<file path="src/rtl/autoplay_sequencer_pkg.sv">
`default_nettype none
// ============================================================================
//  Module   : autoplay_sequencer_pkg
//  Purpose  : Shared constants for the song-playback path: note/duration
//             widths, note codes shared with the learning-mode logic and the
//             song memory, and the autoplay state encoding.
//  Revision : 1.0  initial release
// ============================================================================
package autoplay_sequencer_pkg;

    localparam int NOTE_W  = 4;
    localparam int DUR_W   = 26;
    localparam int STATE_W = 3;

    localparam logic [NOTE_W-1:0] END_NOTE  = 4'd15;
    localparam logic [NOTE_W-1:0] REST_NOTE = 4'd0;

    localparam logic [STATE_W-1:0] S_IDLE  = 3'd0;
    localparam logic [STATE_W-1:0] S_FETCH = 3'd1;
    localparam logic [STATE_W-1:0] S_LOAD  = 3'd2;
    localparam logic [STATE_W-1:0] S_PLAY  = 3'd3;
    localparam logic [STATE_W-1:0] S_GAP   = 3'd4;
    localparam logic [STATE_W-1:0] S_DONE  = 3'd5;

    // A stored duration of zero still sounds for one clock.
    function automatic logic [DUR_W-1:0] min_one(input logic [DUR_W-1:0] d);
        return (d == '0) ? DUR_W'(1) : d;
    endfunction

endpackage
`default_nettype wire

</file>
<file path="src/rtl/duration_timer.sv">
`default_nettype none
// ============================================================================
//  Module   : duration_timer
//  Purpose  : DUR_W-bit loadable down-counter with enable and clear. o_expire
//             is high during the last enabled count, so a load of N yields
//             exactly N enabled cycles before the owner sees expiry.
//  Ports    : clk, rst         clock / synchronous active-high reset
//             i_clear          force count to zero
//             i_load           load i_load_value (wins over counting)
//             i_load_value     new count
//             i_enable         count down this cycle
//             o_expire         final enabled cycle of the loaded interval
//  Revision : 1.0  initial release
// ============================================================================
module duration_timer
    import autoplay_sequencer_pkg::*;
(
    input  logic             clk,
    input  logic             rst,
    input  logic             i_clear,
    input  logic             i_load,
    input  logic [DUR_W-1:0] i_load_value,
    input  logic             i_enable,
    output logic             o_expire
);

    logic [DUR_W-1:0] r_count;

    always_ff @(posedge clk) begin
        if (rst || i_clear) begin
            r_count <= '0;
        end else if (i_load) begin
            r_count <= i_load_value;
        end else if (i_enable && (r_count != '0)) begin
            r_count <= r_count - DUR_W'(1);
        end
    end

    // Depends only on enable and the count, never on load/clear, so the
    // owner may decide its next load from this signal without a loop.
    assign o_expire = i_enable && (r_count == DUR_W'(1));

endmodule
`default_nettype wire

</file>
<file path="src/rtl/autoplay_sequencer.sv">
`default_nettype none
// ============================================================================
//  Module   : autoplay_sequencer
//  Purpose  : Plays the stored song through the note datapath. Walks song
//             memory, sounds each note for its stored duration, inserts a
//             silent gap between notes, stops on END_NOTE, on the last entry
//             or on stop, and freezes while pause is high.
//  Ports    : clk, rst                  clock / synchronous active-high reset
//             start                     begin playback (IDLE only)
//             stop                      abort playback
//             pause                     level, freezes PLAY and GAP
//             note_value/duration_value song memory read data (1-cycle latency)
//             mem_addr                  song memory read address
//             key, key_on               note and sound enable to datapath
//             busy                      not IDLE
//             done                      one-cycle pulse on normal completion
//  Revision : 1.0  initial release
// ============================================================================
module autoplay_sequencer
    import autoplay_sequencer_pkg::*;
#(
    parameter int                ADDR_W     = 5,
    parameter int                MEM_DEPTH  = 32,
    parameter int                GAP_CYCLES = 5_000_000,
    parameter logic [NOTE_W-1:0] END_NOTE   = autoplay_sequencer_pkg::END_NOTE,
    parameter logic [NOTE_W-1:0] REST_NOTE  = autoplay_sequencer_pkg::REST_NOTE
) (
    input  logic              clk,
    input  logic              rst,
    input  logic              start,
    input  logic              stop,
    input  logic              pause,
    input  logic [NOTE_W-1:0] note_value,
    input  logic [DUR_W-1:0]  duration_value,
    output logic [ADDR_W-1:0] mem_addr,
    output logic [NOTE_W-1:0] key,
    output logic              key_on,
    output logic              busy,
    output logic              done
);

    localparam logic [ADDR_W-1:0] c_LAST_ADDR = ADDR_W'(MEM_DEPTH - 1);
    localparam logic [DUR_W-1:0]  c_GAP_LOAD  = DUR_W'(GAP_CYCLES);
    localparam logic              c_HAS_GAP   = (GAP_CYCLES > 0);

    logic [STATE_W-1:0] r_state;
    logic [STATE_W-1:0] w_state_nxt;
    logic [ADDR_W-1:0]  r_addr;
    logic [NOTE_W-1:0]  r_key;

    logic               w_timer_load;
    logic [DUR_W-1:0]   w_timer_value;
    logic               w_timer_en;
    logic               w_timer_clear;
    logic               w_expire;
    logic               w_addr_inc;
    logic               w_addr_clr;
    logic               w_key_load;
    logic               w_key_clr;

    duration_timer u_timer (
        .clk          (clk),
        .rst          (rst),
        .i_clear      (w_timer_clear),
        .i_load       (w_timer_load),
        .i_load_value (w_timer_value),
        .i_enable     (w_timer_en),
        .o_expire     (w_expire)
    );

    always_comb begin
        w_state_nxt   = r_state;
        w_timer_load  = 1'b0;
        w_timer_value = min_one(duration_value);
        w_timer_en    = 1'b0;
        w_timer_clear = 1'b0;
        w_addr_inc    = 1'b0;
        w_addr_clr    = 1'b0;
        w_key_load    = 1'b0;
        w_key_clr     = 1'b0;

        case (r_state)
            S_IDLE: begin
                if (start && !stop) begin
                    w_state_nxt = S_FETCH;
                    w_addr_clr  = 1'b1;
                end
            end
            S_FETCH: begin
                w_state_nxt = S_LOAD;
            end
            S_LOAD: begin
                w_key_load = 1'b1;
                if (note_value == END_NOTE) begin
                    w_state_nxt = S_DONE;
                end else begin
                    w_state_nxt  = S_PLAY;
                    w_timer_load = 1'b1;
                end
            end
            S_PLAY: begin
                w_timer_en = !pause;
                if (w_expire) begin
                    if (r_addr == c_LAST_ADDR) begin
                        w_state_nxt = S_DONE;
                    end else if (c_HAS_GAP) begin
                        w_state_nxt   = S_GAP;
                        w_timer_load  = 1'b1;
                        w_timer_value = c_GAP_LOAD;
                    end else begin
                        w_state_nxt = S_FETCH;
                        w_addr_inc  = 1'b1;
                    end
                end
            end
            S_GAP: begin
                w_timer_en = !pause;
                if (w_expire) begin
                    w_state_nxt = S_FETCH;
                    w_addr_inc  = 1'b1;
                end
            end
            S_DONE: begin
                w_state_nxt = S_IDLE;
                w_addr_clr  = 1'b1;
                w_key_clr   = 1'b1;
            end
            default: begin
                w_state_nxt = S_IDLE;
                w_addr_clr  = 1'b1;
                w_key_clr   = 1'b1;
            end
        endcase

        // Abort overrides every decision taken above, including expiry and
        // the END_NOTE branch; no done pulse results.
        if (stop && (r_state != S_IDLE)) begin
            w_state_nxt   = S_IDLE;
            w_timer_load  = 1'b0;
            w_timer_clear = 1'b1;
            w_addr_inc    = 1'b0;
            w_addr_clr    = 1'b1;
            w_key_load    = 1'b0;
            w_key_clr     = 1'b1;
        end
    end

    always_ff @(posedge clk) begin
        if (rst) begin
            r_state <= S_IDLE;
            r_addr  <= '0;
            r_key   <= '0;
        end else begin
            r_state <= w_state_nxt;
            if (w_addr_clr) begin
                r_addr <= '0;
            end else if (w_addr_inc) begin
                r_addr <= r_addr + ADDR_W'(1);
            end
            if (w_key_clr) begin
                r_key <= '0;
            end else if (w_key_load) begin
                r_key <= note_value;
            end
        end
    end

    assign mem_addr = r_addr;
    assign key      = r_key;
    assign key_on   = (r_state == S_PLAY) && (r_key != REST_NOTE) && !pause;
    assign busy     = (r_state != S_IDLE);
    assign done     = (r_state == S_DONE);

endmodule
`default_nettype wire

</file>
<file path="config.mk">
export PLATFORM = sky130hd
export DESIGN_NAME = autoplay_sequencer
export DESIGN_NICKNAME = d
export VERILOG_FILES = /design/src/rtl/autoplay_sequencer_pkg.sv /design/src/rtl/duration_timer.sv /design/src/rtl/autoplay_sequencer.sv
export SDC_FILE = /design/constraint.sdc
export NUM_CORES = 1
export LEC_CHECK = 0
export CORE_MARGIN = 2
export CORE_UTILIZATION = 53
export CTS_BUF_LIST = sky130_fd_sc_hd__clkbuf_2
export DETAILED_ROUTE_END_ITERATION = 10
export PLACE_DENSITY = 0.89
export SKIP_CTS_REPAIR_TIMING = 1
export SLEW_MARGIN = 40
export SYNTH_ARGS = -nofsm -noshare
export SYNTH_HDL_FRONTEND = slang
export SYNTH_SLANG_ARGS = --single-unit
</file>
<file path="constraint.sdc">
create_clock -name clk -period 2.54 [get_ports clk]
set_input_delay 0.762 -clock clk [delete_from_list [all_inputs] [get_ports clk]]
set_output_delay 0.762 -clock clk [all_outputs]
set_load 0.005 [all_outputs]
</file>
==> key figures, run 1 <==
Cells and area
  – Finished Core Util: 0.756
  – Ant. Diodes: 0
  – Area taken by multi-input logic gates: 1550 um2
  – Final nets: 402
  – Fill cells: 291
  – Share of cells above drive strength 1: 0.229
  – Finished Layout Cells: 415
  – Seq. cell area: 764 um2
  – Layout area overhead: 39.7%

Pwr
  – Switching Share: 0.335
  – Psw: 0.426 mW
  – PwrDens: 395 nW/um2
  – Leak pwr: 1.23 nW
  – Int Pwr: 0.847 mW
  – Flop pwr share: 0.500
  – Gate power share: 0.279
  – Clock share of power: 0.221
  – Peak VDD IR: 271 uV

STA
  – Relative slew slack: 0.513
  – Count of final setup violators: 0
  – RSZ-0062 raised after global routing: yes
  – Crit path time final: 2.50 ns
  – Final Cycle Share: 0.986
  – Hold violation total from the final report: 0
  – Slew Viols, Final: 0
  – Clk_skew: 0.0192 ns
  – Worst-margin pin slew: 0.727 ns
  – Fmax: 399 MHz

Yosys
  – Synth async-reset ratio: 0
  – Mapped Area: 2310 um2
  – Ys flop type: dfxtp_1
  – Post-synthesis cell type count: 61
  – Gate Count Post-Synth: 271
  – Post-synth EDFFs: 0
  – Most numerous cell in the Yosys netlist: dfxtp_1
  – Synthesis-stage register bit count: 38
  – Largest area contributor in the netlist: dfxtp_1
  – Mapped Avg Cell Area: 8.52 um2
  – Post-synth top cells: dfxtp_1, nand2_1, nor2_1, o21ai_0
  – Post-synthesis sequential area ratio: 0.329
  – Top cell type's share of synthesized area: 0.329
  – Synth Warn #: 0
  – Syn_nets: 311
  – Synth area leaders: dfxtp_1, nand2_1, nor2_1, xor2_1, xnor2_1

Placement
  – GP Congestion: 0.876
  – Dpl hpwl: 4.96 mm
  – Post-Place Cells: 406
  – IO buf count: 46

Floorplanning
  – Starting Density: 0.542
  – Die Width: 70.0 um
  – Core Rows: 24
  – Die Ht: 70.0 um
  – Number of I/O pins: 47
  – Die area: 4900 um2
  – Core Area: 4260 um2

CTS
  – Clock Tree Buf Depth: 2
  – H-tree level count: 2
  – Root buffer cell: clkbuf_2
  – CTS tree: built
  – Clk pin slew, worst setup/hold paths: 0.21 ns
  – Sink Count: 38
  – Worst skew pair latency: 0.42 ns
  – Num CTS Buffers: 5

Route
  – Vias post-DR: 2459
  – Antenna-violating nets left: 0
  – DRT iter0 DRCs: 236
  – First-pass DRT Iterations: 8
  – Drt wl/cell: 16.3 um
  – Final WL: 6.76 mm
  – Mean number of vias per cell: 5.93
  – DR DRC count: 1

Setup path
  – Crit Path Class: in -> reg
  – Critical path capture point type: flop
  – Worst setup path start: pause
  – CP arrival: 2.85 ns
  – WP data required: 2.89 ns
  – CP Launch Type: input port
  – CP max FO: 8
  – Reg-to-Reg Start: mem_addr[0]

Run
  – Number of max-cap violations: 0

Min path
  – Hold_sp: r_state[2]
  – HP Class: reg -> reg

Global routing
  – Total GRT Usage: 0.274
  – Largest net degree at the start of global routing: 13
  – First-pass GRT wire length: 10.8 mm
  – Initial antenna violation count: 0
  – Congestion Overflow GR: 0
  – Vias in the first global route: 2351

Outcome
  – Status: complete, but fails checks
  – Failing checks: design-rule violations
==> layer usage <==
layer	part of all wire	routed length [um]	vias up	GRT usage
li1	-	-	1185	-
met1	0.41	2790	1158	0.356
met2	0.51	3450	108	0.457
met3	0.066	445	8	0.0404
met4	0.0095	64	0	0.109
met5	0	0	-	0
==> per-stage QoR <==
step	worst slack, ns	hold WS (ns)	power (mW)	instance area, um2	TNS [ns]
5_1_grt	-0.0298	0.562	1.32	3230	-0.0569
2_1_floorplan	0.374	0.470	0.831	2310	0
3_5_place_dp	-0.337	0.497	0.984	3130	-6.42
3_3_place_gp	-0.324	0.491	0.976	3120	-6.44
4_1_cts	-0.344	0.516	1.25	3170	-0.344
6_report	0.0353	0.523	1.27	3230	0
==> worst max-delay path, cell delays in order <==
cell and delay [ns]:
clkdlybuf4s50_1 0.47, and4bb_2 0.24, buf_4 0.13, buf_4 0.13
or2_2 0.36, a31oi_4 0.23, nand2_1 0.15, buf_4 0.21
o21ai_0 0.17
==> path summary, 6_finish.rpt <==
path	slack [ns]	cells after the start	to
hold reg to reg	0.52	1	r_state[1]
hold / removal	0.52	1	r_state[1]
setup reg to reg	0.20	10	u_timer.r_count[0]
setup / recovery	0.04	9	u_timer.r_count[16]
==> registers in the layout (all words and copies together) (netlist names) <==
register and flops:
mem_addr 5, r_state 3, u_timer.r_count 26, key 4
==> cell usage in the layout, fill, tap and decap left out, types with 2 or more instances in the layout <==
cell type and n:
a21oi_1 11, a22oi_1 2, a31oi_4 2, a32o_1 2
and3_1 4, buf_4 44, clkbuf_2 7, clkdlybuf4s50_1 45
dfxtp_1 35, dfxtp_2 3, ha_1 5, inv_1 3
mux2i_1 7, nand2_1 32, nand3_1 9, nand4_1 3
nor2_1 30, nor3_1 6, nor3_2 4, nor4_1 12
nor4_4 4, o21ai_0 16, o21ai_1 11, or2_2 2
or3_1 2, xnor2_1 11, xor2_1 12
==> power by group through the flow <==
stage          registers [mW]  logic [mW]  clock network, mW
3_3_place_gp            0.646       0.330                  0
3_5_place_dp            0.647       0.337                  0
2_1_floorplan           0.640       0.190                  0
5_1_grt                 0.639       0.384              0.299
4_1_cts                 0.635       0.339              0.278
6_report                0.637       0.355              0.281
==> cell families (layout without fill, tap and decap cells) <==
group | Yosys count | in the layout | share of synthesized area
multiplexers | 7 | 7 | 0.0303
XOR/XNOR | 23 | 23 | 0.0872
buffers and inverters | 10 | 102 | 0.0233
adder cells (fa/ha/maj) | 5 | 5 | 0.0271
flip-flops | 38 | 38 | 0.329
AND/OR/NAND/NOR | 128 | 128 | 0.328
AO/OA/AOI/OAI | 60 | 60 | 0.174
==> area by class of cell <==
type | instances | area share
multi-input combinational | 223 | 0.479
timing repair buffer | 91 | 0.248
sequential | 38 | 0.237
tap | 52 | 0.0202
clock buffer | 6 | 0.00931
inverter | 3 | 0.00349
clock inverter | 2 | 0.00272
No activity file was read; power rests on OpenSTA's default activity.
==> run 2: changes to the inputs <==
--- a/config.mk
+++ b/config.mk
@@ -11,7 +11,6 @@
 export DETAILED_ROUTE_END_ITERATION = 10
 export PLACE_DENSITY = 0.89
 export SKIP_CTS_REPAIR_TIMING = 1
-export SLEW_MARGIN = 40
 export SYNTH_ARGS = -nofsm -noshare
 export SYNTH_HDL_FRONTEND = slang
 export SYNTH_SLANG_ARGS = --single-unit
==> run 2 against run 1 <==
The flow now finishes without violations. Register-to-register slack gained 0.03 ns. Fmax grew 0.75%. Worst hold slack gained 0.017 ns. Count of clock-buffer cells in the layout shrank 1. Sequential power is essentially flat. Flip-flop and latch count is the same. Highest routed layer unchanged. Critical endpoint is now busy. Cell count is the same. Clock skew shrank 0.0010 ns. Setup slack gained 0.019 ns. Global-route usage shrank 0.43 points.
==> key figures, run 2 (same netlist as run 1, synthesis figures left out) <==
Outcome
  – Status: complete, no violations

STA
  – Final TNS setup: 0 ns (unchanged)
  – Crit path time final: 2.49 ns (-0.0186 ns)
  – Fmax: 402 MHz (+0.75%)
  – Clk_skew: 0.0182 ns (-0.000998 ns)
  – Hold violation total from the final report: 0 (unchanged)
  – Final Cycle Share: 0.979 (-0.00733)
  – RSZ-0062 raised after global routing: no
  – Worst-margin pin slew: 0.717 ns (-0.00976 ns)
  – Relative slew slack: 0.519 (+0.00655)
  – Count of final setup violators: 0 (unchanged)
  – Slew Viols, Final: 0 (unchanged)

Setup path
  – WP data required: 1.78 ns (-1.11 ns)
  – Critical path capture point type: output port
  – Crit path to: busy
  – Crit path cell chain: or3_1 > clkdlybuf4s50_1
  – CP max FO: 8 (unchanged)
  – Slowest CP cell: clkdlybuf4s50_1
  – R2R setup slack: 0.23 ns (+0.03 ns)
  – Worst setup path start: r_state[1]
  – Crit Path Class: reg -> out
  – Reg-to-Reg Start: mem_addr[0]
  – Worst reg2reg path depth: 10 (unchanged)
  – Max stage delay on crit path: 0.47 ns (about the same)
  – CP arrival: 1.72 ns (-1.13 ns)
  – CP Launch Type: flop
  – Reg2reg end: u_timer.r_count[0]

Global routing
  – Total GRT Usage: 0.270 (-0.00432)
  – Congestion Overflow GR: 0 (unchanged)
  – Initial antenna violation count: 0 (unchanged)
  – First-pass GRT wire length: 10.7 mm (about the same)
  – Vias in the first global route: 2342 (-0.38%)
  – Largest net degree at the start of global routing: 13 (unchanged)

Route
  – Drt wl/cell: 15.8 um (-3.0%)
  – Final WL: 6.56 mm (-3.0%)
  – DRT iter0 DRCs: 187 (-21%)
  – Vias post-DR: 2464 (+0.20%)
  – First-pass DRT Iterations: 4 (-4)
  – DR DRC count: 0 (-1)
  – Mean number of vias per cell: 5.94 (+0.20%)
  – Antenna-violating nets left: 0 (unchanged)

CTS
  – Num CTS Buffers: 5 (unchanged)
  – Clk pin slew, worst setup/hold paths: 0.19 ns (-0.02 ns)
  – Clock Tree Buf Depth: 2 (unchanged)
  – CTS tree: built
  – H-tree level count: 2 (unchanged)
  – Sink Count: 38 (unchanged)
  – Worst skew pair latency: 0.41 ns (about the same)
  – Root buffer cell: clkbuf_2

Cells and area
  – Reg with most FFs: u_timer.r_count
  – Final nets: 402 (unchanged)
  – Ant. Diodes: 0 (unchanged)
  – Fill cells: 290 (-0.34%)
  – Area taken by multi-input logic gates: 1550 um2 (+0.32%)
  – Share of cells above drive strength 1: 0.223 (-0.00551)
  – Layout area overhead: 39.7% (unchanged)
  – Most frequent cells in the layout: clkdlybuf4s50_1, buf_4, dfxtp_1, nand2_1, nor2_1
  – Design area: 3230 um2 (unchanged)
  – Largest register FFs: 26 (unchanged)
  – Seq. cell area: 763 um2 (-0.16%)

Floorplanning
  – Die Width: 70.0 um (unchanged)
  – Number of I/O pins: 47 (unchanged)
  – Core Area: 4260 um2 (unchanged)
  – Starting Density: 0.542 (unchanged)
  – Core Rows: 24 (unchanged)
  – Die area: 4900 um2 (unchanged)
  – Die Ht: 70.0 um (unchanged)

Placement
  – GP Congestion: 0.876 (unchanged)
  – IO buf count: 46 (unchanged)
  – Dpl hpwl: 4.93 mm (-0.74%)
  – Placed Area: 3120 um2 (-0.16%)

Pwr
  – Leak pwr: 1.23 nW (+0.24%)
  – PwrDens: 389 nW/um2 (-1.4%)
  – Peak VDD IR: 294 uV (+8.8%)

Run
  – Number of max-cap violations: 0 (unchanged)

Min path
  – HP Class: reg -> reg
-- run 2: worst min-delay path by stage --
| stage | slack [ns] | start | to | cells after the start |
|---|---|---|---|---|
| 2_1_floorplan | 0.47 | u_timer.r_count[22] | u_timer.r_count[22] | 2 |
| 3_5_place_dp | 0.50 | u_timer.r_count[22] | u_timer.r_count[22] | 2 |
| 5_1_grt | 0.57 | key[3] | key[3] | 2 |
| 6_report | 0.54 | r_state[2] | r_state[1] | 1 |
| 3_3_place_gp | 0.49 | u_timer.r_count[22] | u_timer.r_count[22] | 2 |
| 4_1_cts | 0.52 | u_timer.r_count[22] | u_timer.r_count[22] | 2 |
-- run 2: through the flow --
step | setup slack, ns | cells | util | total power [mW] | hold slack (ns)
floorplan | 0.374 | 271 | - | 0.831 | 0.470
global placement | -0.324 | 406 | 0.732 | 0.976 | 0.491
detailed placement | -0.392 | 406 | 0.732 | 0.984 | 0.497
CTS | -0.344 | 414 | 0.741 | 1.23 | 0.516
global route | 0.00970 | 415 | 0.756 | 1.31 | 0.569
finish | 0.0540 | 415 | 0.756 | 1.25 | 0.541
-- run 2: critical path: cells and delay by family, from the launching register on --
| kind | cells | cell delay, ns |
|---|---|---|
| DFF | 1 | 0.42 |
| buffers and inverters | 1 | 0.47 |
| and+or+nand+nor | 1 | 0.43 |
-- run 2: where the power goes --
group          leakage [nW]  switching [mW]  internal (mW)  total, mW
logic                 0.900           0.189          0.165      0.354
clock network        0.0255           0.206         0.0587      0.265
registers             0.308          0.0233          0.613      0.636
-- run 2: cell type report --
class	instances	share of cell area
well taps	52	0.0202
clock inverters	3	0.00349
clock buffers	5	0.00776
inverters	3	0.00349
multi-input cells	223	0.481
repair buffers	91	0.248
flip-flops and latches	38	0.237
-- run 2: layer usage --
metal  global-route usage  routed length (um)  vias up
met5                    0                   0        -
met4               0.0748                 149        0
met3               0.0462                 453       18
met2                0.452                3300       98
met1                0.358                2660     1164
li1                     -                   -     1184
==> run 3: changes to the inputs <==
--- a/config.mk
+++ b/config.mk
@@ -9,6 +9,7 @@
 export CORE_UTILIZATION = 53
 export CTS_BUF_LIST = sky130_fd_sc_hd__clkbuf_2
 export DETAILED_ROUTE_END_ITERATION = 10
+export GPL_TIMING_DRIVEN = 0
 export PLACE_DENSITY = 0.89
 export SKIP_CTS_REPAIR_TIMING = 1
 export SYNTH_ARGS = -nofsm -noshare
==> run 3 against run 2 <==
Via count shrank 8.4%. Sequential share of layout area is 2.5 points higher. Fmax increased by 4.0%. Critical endpoint is now done. Non-clock buffer count down 38. Wire length is 8.5% lower. Setup slack improved by 0.096 ns. Worst hold slack better by 0.0021 ns.
==> key figures, run 3 (same netlist as run 1, synthesis figures left out) <==
Outcome
  – Status: complete, no violations

Cells and area
  – Final nets: 364 (-9.5%)
  – Largest register FFs: 26 (unchanged)
  – Commonest non-fill, non-tap cell in the layout: clkdlybuf4s50_1
  – Layout area overhead: 25.9%
  – Most frequent cells in the layout: clkdlybuf4s50_1, dfxtp_1, nand2_1, nor2_1, o21ai_0
  – Reg with most FFs: u_timer.r_count
  – Share of cells above drive strength 1: 0.124 (-0.0993)
  – Finished Core Util: 0.682 (-0.0742)
  – Ant. Diodes: 0 (unchanged)

Floorplanning
  – Number of I/O pins: 47 (unchanged)
  – Die Ht: 70.0 um (unchanged)
  – Starting Density: 0.542 (unchanged)
  – Die Width: 70.0 um (unchanged)
  – Core Rows: 24 (unchanged)
  – Core Area: 4260 um2 (unchanged)
  – Die area: 4900 um2 (unchanged)

Route
  – Drt wl/cell: 16.0 um (+1.2%)
  – Antenna-violating nets left: 0 (unchanged)
  – Mean number of vias per cell: 6.02 (+1.3%)
  – First-pass DRT Iterations: 4 (unchanged)
  – Final WL: 6.00 mm (-8.5%)
  – DR DRC count: 0 (unchanged)
  – Vias post-DR: 2256 (-8.4%)
  – DRT iter0 DRCs: 193 (+3.2%)

Pwr
  – Peak VDD IR: 282 uV (-4.2%)
  – Total power: 1.19 mW (-5.5%)
  – PwrDens: 408 nW/um2 (+4.8%)
  – Leak pwr: 1.06 nW (-14%)

CTS
  – Num CTS Buffers: 5 (unchanged)
  – CTS tree: built
  – Clock Tree Buf Depth: 2 (unchanged)
  – Sink Count: 38 (unchanged)
  – Worst skew pair latency: 0.40 ns (about the same)
  – Root buffer cell: clkbuf_2
  – H-tree level count: 2 (unchanged)
  – Clk pin slew, worst setup/hold paths: 0.18 ns (about the same)

Global routing
  – First-pass GRT wire length: 9.87 mm (-8.1%)
  – Total GRT Usage: 0.252 (-0.0172)
  – Initial antenna violation count: 0 (unchanged)
  – Congestion Overflow GR: 0 (unchanged)
  – Vias in the first global route: 2167 (-7.5%)
  – Largest net degree at the start of global routing: 11 (-2)

Setup path
  – Crit path cell chain: buf_2 > and3b_1 > clkdlybuf4s50_1
  – CP max FO: 10 (+2)
  – Critical path capture point type: output port
  – Slowest CP cell: clkdlybuf4s50_1
  – CP Launch Type: flop
  – Crit Path Class: reg -> out
  – Delay-heaviest family, CP: buffers and inverters
  – Max stage delay on crit path: 0.50 ns (+0.03 ns)
  – WP data required: 1.78 ns (about the same)
  – CP arrival: 1.63 ns (-0.09 ns)
  – Number of buffer and inverter stages on the critical path: 2 (+1)

Min path
  – HP Class: reg -> reg

STA
  – Slew Viols, Final: 0 (unchanged)
  – Final TNS setup: 0 ns (unchanged)
  – Fmax: 418 MHz (+4.0%)
  – Count of final setup violators: 0 (unchanged)
  – Hold violation total from the final report: 0 (unchanged)
  – Worst-margin pin slew: 0.674 ns (-0.0430 ns)
  – RSZ-0062 raised after global routing: no
  – WHS: 0.543 ns (+0.00213 ns)
  – Clk_skew: 0.0124 ns (-0.00583 ns)
  – Crit path time final: 2.39 ns (-0.0962 ns)
  – Relative slew slack: 0.547 (+0.0278)
  – Final Cycle Share: 0.941 (-0.0379)

Placement
  – IO buf count: 45 (-2.2%)
  – Dpl hpwl: 4.54 mm (-7.8%)
  – GP Congestion: 0.845 (-3.5%)

Run
  – Number of max-cap violations: 0 (unchanged)
run 3: cell type report:
cell class                 instances  area (um2)
buffer                             7        42.5
clock buffer                       5        25.0
clock inverter                     1        3.75
fill                             357        1360
inverter                           3        11.3
multi-input combinational        223        1540
sequential                        38         761
tap                               52        65.1
timing repair buffer              46         465
run 3: final timing paths:
| check | startpoint | to | slack [ns] | cells past startpoint |
|---|---|---|---|---|
| max | r_state[0] | done | 0.15 | 3 |
| min | key[0] | key[0] | 0.54 | 2 |
| max reg2reg | mem_addr[0] | u_timer.r_count[2] | 0.20 | 10 |
| min reg2reg | key[0] | key[0] | 0.54 | 2 |
run 3: layer usage:
layer,vias up,part of all wire,GRT usage
met3,16,0.064,0.0635
met1,1044,0.43,0.309
met4,0,0.022,0.0897
met2,89,0.48,0.430
li1,1107,-,-
met5,-,0,0
run 3: through the flow:
| stage | area [um2] | instances | worst slack [ns] |
|---|---|---|---|
| 6_report | 2910 | 375 | 0.150 |
| 3_3_place_gp | 2830 | 368 | -0.755 |
| 4_1_cts | 2850 | 374 | -0.399 |
| 5_1_grt | 2910 | 375 | 0.0267 |
| 3_5_place_dp | 2830 | 368 | -0.719 |
| 2_1_floorplan | 2310 | 271 | 0.374 |
run 3: where the power goes:
group          internal (mW)  switching, mW
Sequential             0.612         0.0200
Clock                 0.0546          0.189
Combinational          0.134          0.176
Total                  0.801          0.384
run 3: tightest hold or removal path, cell delays in order, from the launching register on:
cell and delay (ns):
dfxtp_1 0.36, mux2i_1 0.12, nor2_1 0.05
